File: src/rtl/fifo_stream_reader_if.sv
// FIFO read port plus outgoing valid/ready stream of the frame drain engine.
// master = drain engine side, slave = FIFO / stream sink side.
interface fifo_stream_reader_if #(
  parameter int DATA_WIDTH = 8
);
  logic                  fifo_rd_en;
  logic [DATA_WIDTH-1:0] fifo_rd_data;
  logic                  fifo_rd_empty;
  logic [DATA_WIDTH-1:0] m_data;
  logic                  m_valid;
  logic                  m_ready;
  logic                  m_last;

  modport master (
    output fifo_rd_en,
    input  fifo_rd_data,
    input  fifo_rd_empty,
    output m_data,
    output m_valid,
    output m_last,
    input  m_ready
  );

  modport slave (
    input  fifo_rd_en,
    output fifo_rd_data,
    output fifo_rd_empty,
    input  m_data,
    input  m_valid,
    input  m_last,
    output m_ready
  );
endinterface

File: src/rtl/fifo_stream_reader.sv
// Drains one frame of FRAME_LEN words from a FIFO onto a valid/ready stream, hiding the
// FIFO read latency behind a small skid buffer. FIFO_READER_PATTERN_CHK_EN adds a pattern checker.
module fifo_stream_reader #(
  parameter int DATA_WIDTH = 8,
  parameter int RD_LATENCY = 1,
  parameter int FRAME_LEN  = 1024,
  parameter int CNT_WIDTH  = 11
) (
  input  logic                 rd_clk,
  input  logic                 rd_rst,
  input  logic                 start,
  output logic                 busy,
  output logic                 done,
  output logic [2:0]           err_cnt,
  fifo_stream_reader_if.master bus
);

  localparam int SKID_DEPTH = RD_LATENCY + 2;
  localparam int PTR_W      = $clog2(SKID_DEPTH);
  localparam int OCC_W      = $clog2(2 * SKID_DEPTH + 1);

  localparam logic [CNT_WIDTH-1:0] FRAME_CNT = CNT_WIDTH'(FRAME_LEN);
  localparam logic [CNT_WIDTH-1:0] LAST_IDX  = CNT_WIDTH'(FRAME_LEN - 1);
  localparam logic [PTR_W-1:0]     PTR_MAX   = PTR_W'(SKID_DEPTH - 1);
  localparam logic [OCC_W-1:0]     OCC_MAX   = OCC_W'(SKID_DEPTH);

  typedef enum logic [1:0] {S_IDLE, S_RUN, S_DONE} state_t;

  state_t                state, state_nxt;
  logic                  run, accept, rd_en, push, pop, valid, last_xfer;
  logic [CNT_WIDTH-1:0]  issued_cnt, sent_cnt;
  logic [RD_LATENCY-1:0] vpipe;
  logic [OCC_W-1:0]      inflight, skid_cnt, occ;
  logic [PTR_W-1:0]      wr_ptr, rd_ptr;
  logic [DATA_WIDTH-1:0] skid_mem [SKID_DEPTH];

  always_ff @(posedge rd_clk) begin
    if (rd_rst) state <= S_IDLE;
    else        state <= state_nxt;
  end

  always_comb begin
    state_nxt = state;
    case (state)
      S_IDLE:  if (start) state_nxt = S_RUN;
      S_RUN:   if (last_xfer) state_nxt = S_DONE;
      S_DONE:  state_nxt = S_IDLE;
      default: state_nxt = S_IDLE;
    endcase
  end

  always_comb begin
    busy   = (state != S_IDLE);
    done   = (state == S_DONE);
    run    = (state == S_RUN);
    accept = (state == S_IDLE) && start;
  end

  always_comb begin
    inflight = '0;
    for (int unsigned i = 0; i < RD_LATENCY; i++) inflight = inflight + OCC_W'(vpipe[i]);
  end

  // Credit uses registered occupancy only; the spare skid entry absorbs a same-cycle pop.
  assign occ   = inflight + skid_cnt;
  assign rd_en = run && !bus.fifo_rd_empty && (issued_cnt < FRAME_CNT) && (occ < OCC_MAX);

  assign push      = vpipe[RD_LATENCY-1];
  assign valid     = (skid_cnt != '0);
  assign pop       = valid && bus.m_ready;
  assign last_xfer = pop && (sent_cnt == LAST_IDX);

  assign bus.fifo_rd_en = rd_en;
  assign bus.m_valid    = valid;
  assign bus.m_data     = skid_mem[rd_ptr];
  assign bus.m_last     = valid && (sent_cnt == LAST_IDX);

  always_ff @(posedge rd_clk) begin
    if (rd_rst) begin
      vpipe <= '0;
    end else begin
      vpipe[0] <= rd_en;
      for (int unsigned i = 1; i < RD_LATENCY; i++) vpipe[i] <= vpipe[i-1];
    end
  end

  always_ff @(posedge rd_clk) begin
    if (rd_rst) begin
      issued_cnt <= '0;
      sent_cnt   <= '0;
    end else if (accept) begin
      issued_cnt <= '0;
      sent_cnt   <= '0;
    end else begin
      if (rd_en) issued_cnt <= issued_cnt + 1'b1;
      if (pop)   sent_cnt   <= sent_cnt + 1'b1;
    end
  end

  always_ff @(posedge rd_clk) begin
    if (rd_rst) begin
      wr_ptr   <= '0;
      rd_ptr   <= '0;
      skid_cnt <= '0;
      for (int unsigned i = 0; i < SKID_DEPTH; i++) skid_mem[i] <= '0;
    end else begin
      if (push) begin
        skid_mem[wr_ptr] <= bus.fifo_rd_data;
        wr_ptr           <= (wr_ptr == PTR_MAX) ? '0 : wr_ptr + 1'b1;
      end
      if (pop) rd_ptr <= (rd_ptr == PTR_MAX) ? '0 : rd_ptr + 1'b1;
      case ({push, pop})
        2'b10:   skid_cnt <= skid_cnt + 1'b1;
        2'b01:   skid_cnt <= skid_cnt - 1'b1;
        default: skid_cnt <= skid_cnt;
      endcase
    end
  end

`ifdef FIFO_READER_PATTERN_CHK_EN
  logic [DATA_WIDTH-1:0] exp_word;

  always_ff @(posedge rd_clk) begin
    if (rd_rst || accept) begin
      exp_word <= '1;
      err_cnt  <= '0;
    end else if (pop) begin
      exp_word <= exp_word - 1'b1;
      if ((bus.m_data != exp_word) && (err_cnt != 3'd7)) err_cnt <= err_cnt + 3'd1;
    end
  end
`else
  assign err_cnt = '0;
`endif

endmodule

File: src/flat_wrapper.sv
// flat-port wrapper written by rule: the top's interface ports become plain ports
module fifo_stream_reader_flat 
#(
  parameter int DATA_WIDTH = 8,
  parameter int RD_LATENCY = 1,
  parameter int FRAME_LEN  = 1024,
  parameter int CNT_WIDTH  = 11
)
  (rd_clk, rd_rst, start, busy, done, err_cnt, bus_fifo_rd_en, bus_fifo_rd_data, bus_fifo_rd_empty, bus_m_data, bus_m_valid, bus_m_last, bus_m_ready);
  fifo_stream_reader_if #(.DATA_WIDTH(DATA_WIDTH)) bus_i ();
  input  logic rd_clk;
  input  logic rd_rst;
  input  logic start;
  output logic busy;
  output logic done;
  output logic [2:0] err_cnt;
  output wire logic [$bits(bus_i.fifo_rd_en)-1:0] bus_fifo_rd_en;
  input wire logic [$bits(bus_i.fifo_rd_data)-1:0] bus_fifo_rd_data;
  input wire logic [$bits(bus_i.fifo_rd_empty)-1:0] bus_fifo_rd_empty;
  output wire logic [$bits(bus_i.m_data)-1:0] bus_m_data;
  output wire logic [$bits(bus_i.m_valid)-1:0] bus_m_valid;
  output wire logic [$bits(bus_i.m_last)-1:0] bus_m_last;
  input wire logic [$bits(bus_i.m_ready)-1:0] bus_m_ready;
  assign bus_fifo_rd_en = bus_i.fifo_rd_en;
  assign bus_i.fifo_rd_data = bus_fifo_rd_data;
  assign bus_i.fifo_rd_empty = bus_fifo_rd_empty;
  assign bus_m_data = bus_i.m_data;
  assign bus_m_valid = bus_i.m_valid;
  assign bus_m_last = bus_i.m_last;
  assign bus_i.m_ready = bus_m_ready;
  fifo_stream_reader #(.DATA_WIDTH(DATA_WIDTH), .RD_LATENCY(RD_LATENCY), .FRAME_LEN(FRAME_LEN), .CNT_WIDTH(CNT_WIDTH)) u_core (.rd_clk(rd_clk), .rd_rst(rd_rst), .start(start), .busy(busy), .done(done), .err_cnt(err_cnt), .bus(bus_i));
endmodule
File: config.mk
export PLATFORM = sky130hd
export DESIGN_NAME = fifo_stream_reader_flat
export DESIGN_NICKNAME = d
export VERILOG_FILES = /design/src/rtl/fifo_stream_reader_if.sv /design/src/rtl/fifo_stream_reader.sv /design/src/flat_wrapper.sv
export SDC_FILE = /design/constraint.sdc
export NUM_CORES = 1
export LEC_CHECK = 0
export CORE_AREA = 2 2 80 82
export CTS_CLUSTER_SIZE = 24
export DETAILED_ROUTE_END_ITERATION = 10
export DIE_AREA = 0 0 82 84
export PLACE_DENSITY = 0.72
export SLEW_MARGIN = 20
export SYNTH_ARGS = -nofsm -noshare
export SYNTH_HDL_FRONTEND = slang
export SYNTH_SLANG_ARGS = --single-unit
export TNS_END_PERCENT = 30
File: constraint.sdc
create_clock -name rd_clk -period 2.5 [get_ports rd_clk]
set_input_delay 0.375 -clock rd_clk [delete_from_list [all_inputs] [get_ports rd_clk]]
set_output_delay 0.375 -clock rd_clk [all_outputs]
set_load 0.02 [all_outputs]
==> reports/metrics.csv <==
stage;metric;value;unit
run_status;status;complete, no violations;
drt;Vias/cell;5.20;
worst_setup_path;WS Path Type;reg -> out;
cts;Max clock buf depth;2;
grt;Total GRT Usage;16.6;%
placement;gpl congestion;0.733;
timing;Setup WS post-layout;194;ps
logic_synthesis;Synth Register Bits;66;
timing;f_max;434;MHz
cts;clock root buffer;clkbuf_8;
worst_setup_path;CP Max Fanout;8;
floorplan;Die Y-Extent;84;um
finish;fraction of layout instances using a drive strength above 1;12.9;%
cts;H-tree levels;3;
logic_synthesis;Post-synth EDFFs;32;
cts;cts bufs inserted;9;
drt;Vias;1936;
floorplan;Initial Util;47.6;%
logic_synthesis;Post-synth ARST share;0;%
grt;initial antenna violation count;0;
finish;Final nets;309;
drt;Initial DRC Count;101;
logic_synthesis;Yosys cell types;40;
logic_synthesis;Mapped Avg Cell Area;11.5;um2
power;P per Cell Area;736;nW/um2
logic_synthesis;Cells after Synth;253;
drt;per-cell routed wire length;13.6;um
finish;final core utilization;57.5;%
grt;pin count of the biggest net entering global routing;21;
logic_synthesis;Seq/Total Area, Yosys;56.6;%
logic_synthesis;synth warn;0;
grt;first-pass GRT wire length;8.47;mm
placement;# port buffers;25;
timing;RSZ-0062 raised after global routing;no;
timing;TNS Setup;0;ps
logic_synthesis;Synth area leader;edfxtp_1;
logic_synthesis;Post-synth top cells;dfxtp_1 (34), edfxtp_1 (32), nor2_1 (26);
power;Leakage Power;1.26;nW
power;Max IR drop VDD;0.352;mV
logic_synthesis;most frequent cell after synthesis;dfxtp_1;
timing;Worst Skew;7.57;ps
min_path;Hold Crit Class;reg -> reg;
cts;CTS tree;yes;
min_path;Hold Path Stages;2;
timing;Period minus WS final;2310;ps
run;Max-cap violations;0;
logic_synthesis;area share of the largest cell type after synthesis;33.1;%
worst_setup_path;CP required;2120;ps
logic_synthesis;ys flop type;dfxtp_1;
finish;area grow syn2layout;20.9;%
grt;remaining global-route overflow;0;
placement;DP Worst Slack;167;ps
cts;post-CTS setup buffers;0;
floorplan;row cnt;29;
worst_setup_path;arrival time of the worst setup path;1930;ps
power;power after layout;2.58;mW
timing;period utilization;92.3;%
cts;cts hold-fix bufs;0;
floorplan;die width;82;um
timing;Slew Viols, Final;0;
timing;worst hold margin;480;ps
finish;ANT cells;0;
floorplan;I/O Pins;29;
cts;clk_lat worst skew;340;ps
placement;post-DP HPWL;3.46;mm
drt;Final Routed Wirelength;5.07;mm
drt;DRC;0;
worst_setup_path;length in cells of the worst reg-to-reg path;7;
grt;vias in the first global route;1824;
floorplan;core area;6100;um2
logic_synthesis;Post-Syn Area;2900;um2
cts;CTS Sinks;66;
drt;antenna-violating nets left;0;
logic_synthesis;Area contributors post-synth;edfxtp_1 (33%), dfxtp_1 (23%), mux4_2 (6.2%), and2_1 (5.4%), nor2_1 (3.4%);
floorplan;die area;6890;um2
cts;CTS clk-pin slew, worst paths;70;ps
timing;Final Hold Vio Count;0;
timing;# setup viols final;0;
drt;first-pass iteration count of the detailed router;4;
worst_setup_path;Worst Setup Start Kind;flop;
worst_setup_path;CP Capture Type;output port;
[placed cells by master (no fill, tap or decap), types with 3 or more instances in the layout]
| cell | synthesis | final |
|---|---|---|
| a21oi_1 | 14 | 14 |
| and2_1 | 25 | 25 |
| buf_4 | 3 | 10 |
| bufinv_16 | 0 | 3 |
| clkbuf_8 | 0 | 9 |
| clkdlybuf4s50_1 | 0 | 24 |
| conb_1 | 1 | 3 |
| dfxtp_1 | 34 | 34 |
| edfxtp_1 | 32 | 32 |
| ha_1 | 5 | 5 |
| inv_1 | 11 | 11 |
| mux4_2 | 8 | 8 |
| nand2_1 | 12 | 12 |
| nand3_1 | 6 | 6 |
| nand4_1 | 5 | 5 |
| nor2_1 | 26 | 26 |
| nor3_1 | 5 | 5 |
| nor4_1 | 5 | 5 |
| o21ai_0 | 6 | 6 |
| o31ai_1 | 3 | 3 |
| or2_2 | 3 | 3 |
| or3_1 | 6 | 6 |
| or4_1 | 3 | 3 |
| xnor2_1 | 10 | 10 |
| xor2_1 | 5 | 5 |
[path summary, 6_finish.rpt]
path                   startpoint                   end  slack (ps)
max                          flop         bus_m_data[7]         190
min          u_core.issued_cnt[9]  u_core.issued_cnt[9]         480
max reg2reg    u_core.skid_cnt[0]  u_core.issued_cnt[7]         540
min reg2reg  u_core.issued_cnt[9]  u_core.issued_cnt[9]         480
[registers in the layout, summed over array words and instances, names as in the netlist, named ones only]
name / cells
u_core.skid_mem: 32
u_core.issued_cnt: 11
u_core.sent_cnt: 11
u_core.skid_cnt: 3
u_core.rd_ptr: 2
u_core.state: 2
u_core.wr_ptr: 2
u_core.push: 1
[per-stage QoR]
stage                     area (um2)  std cells
after floorplan                 2910        255
after global placement          3270        356
after CTS                       3510        372
final                           3510        372
after detailed placement        3270        356
after global routing            3510        372
[critical path: stages, from the launching register on]
cell and delay, ps:
dfxtp_1 310, buf_4 200, mux4_2 530, clkdlybuf4s50_1 550
[timing repair]
| action | 4_1_cts | 5_1_grt |
|---|---|---|
| gates resized for setup | 1 | 0 |
| setup endpoints to repair | 1 | 0 |
| hold endpoints to repair | 0 | 0 |
[area by class of cell]
class / count / area (um2)
fill: 524 / 2590
multi-input combinational: 167 / 1170
clock buffer: 10 / 128
clock inverter: 6 / 106
tap: 77 / 96.3
inverter: 11 / 41.3
timing repair buffer: 35 / 324
sequential: 66 / 1640
[cells by family after synthesis]
logic type      count (synthesis)  synth area share (%)
buf+inv                        22                  3.32
fa+ha+maj                       6                  2.85
simple gates                  106                  20.5
xor+xnor                       15                  4.53
other cells                     1                 0.129
mux                             9                  6.56
compound gates                 28                  5.48
flops                          66                  56.6
[power by group]
part / internal [mW] / total, mW / switching (mW)
Combinational: 0.163 / 0.331 / 0.168
Clock: 0.658 / 1.05 / 0.397
Sequential: 1.17 / 1.19 / 0.0264
Total: 1.99 / 2.58 / 0.591
[routing by layer]
metal	vias to the layer above	routed length (um)	track usage, %
met1	930	2360	21.1
met2	26	2460	24.9
met4	0	113	10.2
li1	973	-	-
met3	7	139	4.55
met5	-	0	0
Power figures use the tool's default switching activity.
